### src/rtl/fetch_sequencer_if.sv
// Fetch sequencer bus: run/halt/ex_done/pc_src handshake from the core control
// unit plus the PC, instruction-memory and IR strobes toward the Instruction Unit.
// Handshake: the core holds ex_done high while it finishes the current
// instruction; the sequencer samples ex_done and pc_src together on the rising
// edge while ir_valid=1 (DECODE). ex_done at any other time is ignored.
interface fetch_sequencer_if #(
  parameter int CNT_W = 16
);
  logic             run;
  logic             halt;
  logic             ex_done;
  logic [1:0]       pc_src;
  logic             PC_ld;
  logic             PC_inc;
  logic [1:0]       PC_sel;
  logic             im_cs;
  logic             im_rd;
  logic             im_wr;
  logic             ir_ld;
  logic             ir_valid;
  logic             busy;
  logic [2:0]       state;
  logic [CNT_W-1:0] fetch_count;

  // Core control unit side.
  modport master (
    output run, halt, ex_done, pc_src,
    input  PC_ld, PC_inc, PC_sel, im_cs, im_rd, im_wr, ir_ld, ir_valid,
           busy, state, fetch_count
  );

  // Sequencer side.
  modport slave (
    input  run, halt, ex_done, pc_src,
    output PC_ld, PC_inc, PC_sel, im_cs, im_rd, im_wr, ir_ld, ir_valid,
           busy, state, fetch_count
  );
endinterface

### src/rtl/fetch_sequencer.sv
// Multicycle fetch / PC-update controller for the Instruction Unit.
// Sequence: FETCH (IM_WAIT+1 cycles) -> LOAD -> DECODE (wait ex_done)
//   -> FETCH, or -> UPDATE -> FETCH for a PC redirect.
// All outputs are Moore decodes of the registered state.
// Build option: define FETCH_SEQ_COUNT_EN to include the fetch_count counter;
// without it fetch_count is tied to zero.
module fetch_sequencer #(
  parameter int IM_WAIT = 0,
  parameter int CNT_W   = 16
) (
  input  logic               clk,
  input  logic               reset,
  fetch_sequencer_if.slave   bus
);

  typedef enum logic [2:0] {
    IDLE   = 3'd0,
    FETCH  = 3'd1,
    LOAD   = 3'd2,
    DECODE = 3'd3,
    UPDATE = 3'd4,
    HALTED = 3'd5
  } state_t;

  localparam logic [3:0] WAIT_INIT = 4'(IM_WAIT);

  state_t     state_q, state_d;
  logic [3:0] wait_q;
  logic [1:0] src_q;

  logic       pc_ld, pc_inc, cs, rd, ld, valid, busy;
  logic [1:0] sel;

  // State register.
  always_ff @(posedge clk or negedge reset) begin
    if (!reset) state_q <= IDLE;
    else        state_q <= state_d;
  end

  // Memory wait counter: loaded on entry to FETCH, counts down while there.
  always_ff @(posedge clk or negedge reset) begin
    if (!reset) begin
      wait_q <= 4'd0;
    end else if (state_d == FETCH && state_q != FETCH) begin
      wait_q <= WAIT_INIT;
    end else if (state_q == FETCH && wait_q != 4'd0) begin
      wait_q <= wait_q - 4'd1;
    end
  end

  // Capture the redirect kind on the retiring edge so UPDATE sees a stable value.
  always_ff @(posedge clk or negedge reset) begin
    if (!reset)                             src_q <= 2'b00;
    else if (state_q == DECODE && bus.ex_done) src_q <= bus.pc_src;
  end

  // Next-state and Moore output decode.
  always_comb begin
    state_d = state_q;
    pc_ld   = 1'b0;
    pc_inc  = 1'b0;
    sel     = 2'b00;
    cs      = 1'b0;
    rd      = 1'b0;
    ld      = 1'b0;
    valid   = 1'b0;
    busy    = 1'b0;
    case (state_q)
      IDLE: begin
        if (bus.halt)     state_d = HALTED;
        else if (bus.run) state_d = FETCH;
      end
      FETCH: begin
        cs   = 1'b1;
        rd   = 1'b1;
        busy = 1'b1;
        if (wait_q == 4'd0) state_d = LOAD;
      end
      LOAD: begin
        cs      = 1'b1;
        rd      = 1'b1;
        ld      = 1'b1;
        pc_inc  = 1'b1;
        busy    = 1'b1;
        state_d = DECODE;
      end
      DECODE: begin
        valid = 1'b1;
        busy  = 1'b1;
        if (bus.ex_done) begin
          // A halt at retirement wins and drops any pending redirect.
          if (bus.halt)                  state_d = HALTED;
          else if (bus.pc_src == 2'b00)  state_d = FETCH;
          else                           state_d = UPDATE;
        end
      end
      UPDATE: begin
        pc_ld = 1'b1;
        busy  = 1'b1;
        case (src_q)
          2'b01:   sel = 2'd1;
          2'b10:   sel = 2'd2;
          default: sel = 2'd0;
        endcase
        state_d = bus.halt ? HALTED : FETCH;
      end
      HALTED: begin
        state_d = HALTED;
      end
      default: begin
        state_d = IDLE;
      end
    endcase
  end

  assign bus.PC_ld    = pc_ld;
  assign bus.PC_inc   = pc_inc;
  assign bus.PC_sel   = sel;
  assign bus.im_cs    = cs;
  assign bus.im_rd    = rd;
  assign bus.im_wr    = 1'b0;
  assign bus.ir_ld    = ld;
  assign bus.ir_valid = valid;
  assign bus.busy     = busy;
  assign bus.state    = state_q;

`ifdef FETCH_SEQ_COUNT_EN
  logic [CNT_W-1:0] count_q;

  // Count instructions loaded into IR; wraps naturally at 2^CNT_W.
  always_ff @(posedge clk or negedge reset) begin
    if (!reset)               count_q <= '0;
    else if (state_q == LOAD) count_q <= count_q + CNT_W'(1);
  end

  assign bus.fetch_count = count_q;
`else
  assign bus.fetch_count = {CNT_W{1'b0}};
`endif

endmodule

### src/flat_wrapper.sv
// flat-port wrapper written by rule: the top's interface ports become plain ports
module fetch_sequencer_flat 
#(
  parameter int IM_WAIT = 0,
  parameter int CNT_W   = 16
)
  (clk, reset, bus_run, bus_halt, bus_ex_done, bus_pc_src, bus_PC_ld, bus_PC_inc, bus_PC_sel, bus_im_cs, bus_im_rd, bus_im_wr, bus_ir_ld, bus_ir_valid, bus_busy, bus_state, bus_fetch_count);
  fetch_sequencer_if #(.CNT_W(CNT_W)) bus_i ();
  input  logic clk;
  input  logic reset;
  input wire logic [$bits(bus_i.run)-1:0] bus_run;
  input wire logic [$bits(bus_i.halt)-1:0] bus_halt;
  input wire logic [$bits(bus_i.ex_done)-1:0] bus_ex_done;
  input wire logic [$bits(bus_i.pc_src)-1:0] bus_pc_src;
  output wire logic [$bits(bus_i.PC_ld)-1:0] bus_PC_ld;
  output wire logic [$bits(bus_i.PC_inc)-1:0] bus_PC_inc;
  output wire logic [$bits(bus_i.PC_sel)-1:0] bus_PC_sel;
  output wire logic [$bits(bus_i.im_cs)-1:0] bus_im_cs;
  output wire logic [$bits(bus_i.im_rd)-1:0] bus_im_rd;
  output wire logic [$bits(bus_i.im_wr)-1:0] bus_im_wr;
  output wire logic [$bits(bus_i.ir_ld)-1:0] bus_ir_ld;
  output wire logic [$bits(bus_i.ir_valid)-1:0] bus_ir_valid;
  output wire logic [$bits(bus_i.busy)-1:0] bus_busy;
  output wire logic [$bits(bus_i.state)-1:0] bus_state;
  output wire logic [$bits(bus_i.fetch_count)-1:0] bus_fetch_count;
  assign bus_i.run = bus_run;
  assign bus_i.halt = bus_halt;
  assign bus_i.ex_done = bus_ex_done;
  assign bus_i.pc_src = bus_pc_src;
  assign bus_PC_ld = bus_i.PC_ld;
  assign bus_PC_inc = bus_i.PC_inc;
  assign bus_PC_sel = bus_i.PC_sel;
  assign bus_im_cs = bus_i.im_cs;
  assign bus_im_rd = bus_i.im_rd;
  assign bus_im_wr = bus_i.im_wr;
  assign bus_ir_ld = bus_i.ir_ld;
  assign bus_ir_valid = bus_i.ir_valid;
  assign bus_busy = bus_i.busy;
  assign bus_state = bus_i.state;
  assign bus_fetch_count = bus_i.fetch_count;
  fetch_sequencer #(.IM_WAIT(IM_WAIT), .CNT_W(CNT_W)) u_core (.clk(clk), .reset(reset), .bus(bus_i));
endmodule
### config.mk
export PLATFORM = sky130hd
export DESIGN_NAME = fetch_sequencer_flat
export DESIGN_NICKNAME = d
export VERILOG_FILES = /design/src/rtl/fetch_sequencer_if.sv /design/src/rtl/fetch_sequencer.sv /design/src/flat_wrapper.sv
export SDC_FILE = /design/constraint.sdc
export NUM_CORES = 1
export LEC_CHECK = 0
export ABC_AREA = 1
export CORE_UTILIZATION = 43
export DETAILED_ROUTE_END_ITERATION = 16
export PLACE_DENSITY = 0.84
export SYNTH_ARGS = -nofsm -noshare
export SYNTH_HDL_FRONTEND = slang
export SYNTH_SLANG_ARGS = --single-unit
### constraint.sdc
create_clock -name clk -period 3 [get_ports clk]
set_input_delay 0.6 -clock clk [delete_from_list [all_inputs] [get_ports clk]]
set_output_delay 0.6 -clock clk [all_outputs]
set_load 0.005 [all_outputs]
==> Word-level counts from Yosys, hierarchy flattened <==
Index checks and enable logic that the tools add are counted.
{ "totals": {"output_inout_bits": 29, "register_bits": 9, "word_cells": 40} }
{ "op_classes": {"muxes": 17, "eq_ne": 9, "n_addsub": 1, "reduce_logical": 10} }
{ "ops": {"columns": ["cell", "n"], "rows": [
  ["3-bit 2-to-1 mux", 7],
  ["3-bit case mux with 6 select lines", 1],
  ["4-bit 2-to-1 mux", 2],
  ["3-bit by 1-bit == test with 1-bit output (second input constant)", 2],
  ["3-bit by 2-bit == test with 1-bit output (second input constant)", 2],
  ["3-bit == test (second input constant)", 2],
  ["1-bit 2-to-1 mux", 5],
  ["4-bit logical NOT", 1],
  ["2-bit case mux with 2 select lines", 1],
  ["4-bit nonzero test", 1],
  ["4-bit OR reduction", 1],
  ["4-bit by 1-bit subtractor with 4-bit output (second input constant)", 1],
  ["1-bit logical AND", 3],
  ["3-bit logical NOT", 1],
  ["3-bit by 1-bit != test with 1-bit output (second input constant)", 1],
  ["2-bit by 1-bit == test with 1-bit output (second input constant)", 1],
  ["2-bit == test (second input constant)", 1],
  ["2-bit logical NOT", 1],
  ["2-bit 2-to-1 mux", 1],
  ["2-bit nonzero test", 1],
  ["2-bit OR reduction", 1]
]} }

==> Logic depth before layout (Yosys ltp) <==
{ "logic_depth": {"word_depth": 8, "mapped_depth": 9} }

==> Least setup slack after synthesis <==
No wires, ideal clock.
{ "synth_path": {"kind": "register -> output", "from": "register u_core.state_q[2], in the netlist u_core.bus.state[2]", "to": "output port bus_im_rd", "setup_slack_ns": 1.375, "t_required_ns": 2.400, "path_buffers": 1, "path_stages_with_launch": 5, "arrival_ns": 1.025, "cell_sequence": "dfrtp_1 > inv_2 > nand2_2 > o21ai_0 > buf_4"} }
{ "synth_via": {"elab_chain_cells": 3, "elab_cells_between_ends": 4, "cone_classes": "2 x eq/ne; 1 x mux; 1 x reduce/logical"} }
{ "synth_rtl": {"columns": ["element", "line", "text"], "rows": [
  ["start, declared", "fetch_sequencer.sv:27", "state_t state_q, state_d;"],
  ["start signal, assigned", "fetch_sequencer.sv:37", "else state_q <= state_d;"],
  ["3-bit by 2-bit == test with 1-bit output / 3-bit by 1-bit == test with 1-bit output (equally long branches)", null, null],
  ["2-bit OR reduction (no line) (*)", null, null],
  ["1-bit 2-to-1 mux (*)", null, null],
  ["end, declared", "flat_wrapper.sv:19", "output wire logic [$bits(bus_i.im_rd)-1:0] bus_im_rd;"]
]} }
Every way passes the cells marked *; elsewhere a longest branch is shown, timed or not.

==> Worst setup path after layout <==
{ "layout_path": {"from": "register u_core.state_q[0], in the netlist u_core.bus.state[0]", "to": "output port bus_PC_sel[1]"} }
{ "layout_via": {"elab_chain_cells": 2} }
{ "layout_rtl": {"columns": ["element", "line", "text"], "rows": [
  ["3-bit == test", "fetch_sequencer.sv:68", "case (state_q)"],
  ["2-bit 2-to-1 mux", "fetch_sequencer.sv:68", null],
  ["end, declared", "flat_wrapper.sv:17", "output wire logic [$bits(bus_i.PC_sel)-1:0] bus_PC_sel;"]
]} }
Every way passes these cells.

==> results by group <==
Setup path
  • Most frequent CP cell: inv_1
  • CP Cell Sequence: inv_1 > nand2_1 > nor2_1 > inv_1 > nor3_1 > clkdlybuf4s50_1
  • CP bufs+invs: 3
  • CP peak stage delay: between 0.5 and 0.6 ns
  • CP Max Fanout: 8
  • Crit. End Element: output pin
  • Slowest CP cell: clkdlybuf4s50_1
  • Crit path DAT: 1.79 ns
  • Crit start category: flip-flop
  • Crit-path leading delay family: buffers and inverters
  • Flop2flop setup slack: about 1.6 ns
  • Critical Path RT: 2.40 ns
  • Class of the most critical setup path: reg2out

Pwr
  • Pwr/cell area: 1040 nW/µm²
  • Leak: ~0.45 nW
  • Net Sw Frac: 0.452
  • Total power: roughly 0.9 mW
  • Comb power frac: 0.639
  • Clk pwr share: 0.099
  • Sequential share of power: 0.262
  • Switch Pwr: 0.417 mW
  • P_int: 0.506 mW
  • Worst VDD drop: 476 µV

Routing
  • Detailed router's first-iteration violation count: 12
  • Routed len/inst: between 8 and 9 µm
  • Vias per Instance: 4.37
  • 1st-pass router iterations: 9
  • Via count: approximately 600
  • WL final: 1220 µm
  • Antenna viol nets, final: 0
  • DRC: 4

Floorplanning
  • Die height: 43.6 µm
  • Die W: about 44 µm
  • I/O pin count: 36
  • Initial Util: 0.478
  • Std-Cell Rows: 14
  • Core Footprint: 1560 µm²
  • Die Area: between 1500 and 2000 µm²

Place
  • Post-Place Cell Area: 862 µm²
  • Setup WS pre-CTS: 0.891 ns
  • Placed insts: roughly 130
  • GPL Wtd Cong: roughly 0.90
  • Port Buffers: 18
  • Hpwl dp: approximately 1000 µm

Timing
  • Final Slew Violations: 0
  • Worst Slack Setup Final: ~0.61 ns
  • Final worst clock skew: 0.00384 ns
  • # setup viols final: 0
  • Fin. Hold Viols: 0
  • Period utilisation layout: 0.796
  • Unrepaired setup endpoints after global routing: no
  • Fin crit period: 2.39 ns
  • Max Freq: 419 MHz
  • Hold slack: 0.571 ns
  • Setup TNS Final: 0 ns

Job
  • Max-cap violations: 0

Run status
  • Failing checks: DRC
  • Outcome: finished, violations left

Synthesis
  • Synth warn: 0
  • Post-synthesis sequential area ratio: 0.303
  • Synth area leader: dfrtp_1
  • Post-Syn Area: 744 µm²
  • Synth Area per Inst: between 7 and 8 µm²
  • Yosys reg bits: 9
  • Post-Syn Instances: 102
  • Synth unique cells: 21
  • Synth top area cells: dfrtp_1 (30%), buf_4 (19%), inv_1 (7.1%)
  • Yosys top cell area share: 0.303

CTS
  • Clock-pin slew on the worst setup and hold paths: 0.06 ns
  • Clk sinks: 9
  • Clk_lat worst skew: between 0.2 and 0.3 ns
  • Clock Root Buffer: clkbuf_4
  • Postcts setup bufs: 0
  • Hold_buf cts: 0
  • Post-CTS Resized: 0
  • CTS tree: done
  • CTS max path bufs: 2
  • Total CTS buffers: 3
  • H-tree depth: 1

Final layout
  • Final Util: 0.570
  • NumNets Final: 130
  • Design area: 888 µm²
  • Area grow syn2layout: 19.3%
  • # diodes: 0
  • Layout cell share with drive strength beyond 1: 0.174
  • Final std cells w/o fill: 137

Global route
  • Vias in the first global route: ~530
  • Met3 usage: 0.0417
  • GR peak layer: met2
  • Total GRT Usage: 0.149
  • Initial antenna violation count: 0
  • Largest net degree at the start of global routing: 10
  • Met1 usage: 0.175
  • First-pass GRT wire length: 2080 µm
  • Gr ovfl total: 0
  • Met2 usage: 0.248

Worst hold path
  • HP Class: reg2reg
-- sequential cells by signal, summed over array words and instances (netlist names) --
signal and count:
u_core.wait_q 4, u_core.bus.state 3, u_core.src_q 2
-- layer usage --
layer  part of all wire  up-vias
met5                  0        -
met4                  0        0
met3              0.071        0
met2               0.47       27
met1               0.46      260
li1                   -      312
-- cell families (layout without fill, tap and decap cells) --
group	count (synthesis)	in the layout	share of synthesized area
AND/OR/NAND/NOR	47	47	0.324
buffers and inverters	35	38	0.272
flip-flops	9	9	0.303
AO/OA/AOI/OAI	6	6	0.0437
XOR/XNOR	3	3	0.0353
adder cells (fa/ha/maj)	1	1	0.0168
other	1	17	0.00504
-- area by class of cell --
class | count | area, µm²
clock buffers | 4 | 26.3
flip-flops and latches | 9 | 225
fillers | 141 | 671
inverters | 16 | 60.1
repair buffers | 18 | 180
well taps | 16 | 20.0
multi-input cells | 74 | 377
-- placed cells by master, fill, tap and decap left out, drive strengths merged --
cell           instances
xnor2                  1
conb                  17
ha                     1
nor2                  19
o21ai                  3
o211ai                 1
clkdlybuf4s50         18
inv                   16
nor3                   1
a21oi                  2
xor2                   2
nand4                  1
nand3                  7
nand2                 19
dfrtp                  9
clkbuf                 4
-- final timing paths --
path / endpoint / depth (start not counted) / start
min in group asynchronous: u_core.wait_q[1]$_DFFE_PN0P_ / 1 / reset
setup reg to reg: u_core.wait_q[0]$_DFFE_PN0P_ / 8 / u_core.bus.state[2]$_DFF_PN0_
hold / removal: u_core.wait_q[3]$_DFFE_PN0P_ / 2 / u_core.wait_q[3]$_DFFE_PN0P_
max in group asynchronous: u_core.wait_q[0]$_DFFE_PN0P_ / 1 / reset
hold reg to reg: u_core.wait_q[3]$_DFFE_PN0P_ / 2 / u_core.wait_q[3]$_DFFE_PN0P_
setup / recovery: bus_PC_sel[1] / 6 / u_core.bus.state[0]$_DFF_PN0_
-- worst register-to-register path: cells and delay by family (launching register included) --
kind / cells / cell delay, ns
buffers and inverters: 1 / 0.12
DFF: 1 / 0.43
and+or+nand+nor: 7 / 0.75
-- power by group through the flow --
stage	Clock (mW)	Sequential (mW)	Combinational (mW)
6_report	0.0917	0.241	0.589
5_1_grt	0.105	0.250	0.661
4_1_cts	0.0973	0.242	0.594
3_5_place_dp	0	0.244	0.589
3_3_place_gp	0	0.240	0.583
2_1_floorplan	0	0.235	0.417
-- synthesized netlist by cell type --
cell type	instances
a21oi_1	2
buf_4	19
conb_1	1
dfrtp_1	9
ha_1	1
inv_1	14
inv_2	2
nand2_1	12
nand2_2	7
nand3_1	6
nand3_2	1
nand4_1	1
nor2_1	11
nor2_2	6
nor2_4	2
nor3_1	1
o211ai_1	1
o21ai_0	2
o21ai_1	1
xnor2_1	1
xor2_1	2
Note: power is estimated with default switching activity, not from simulation.
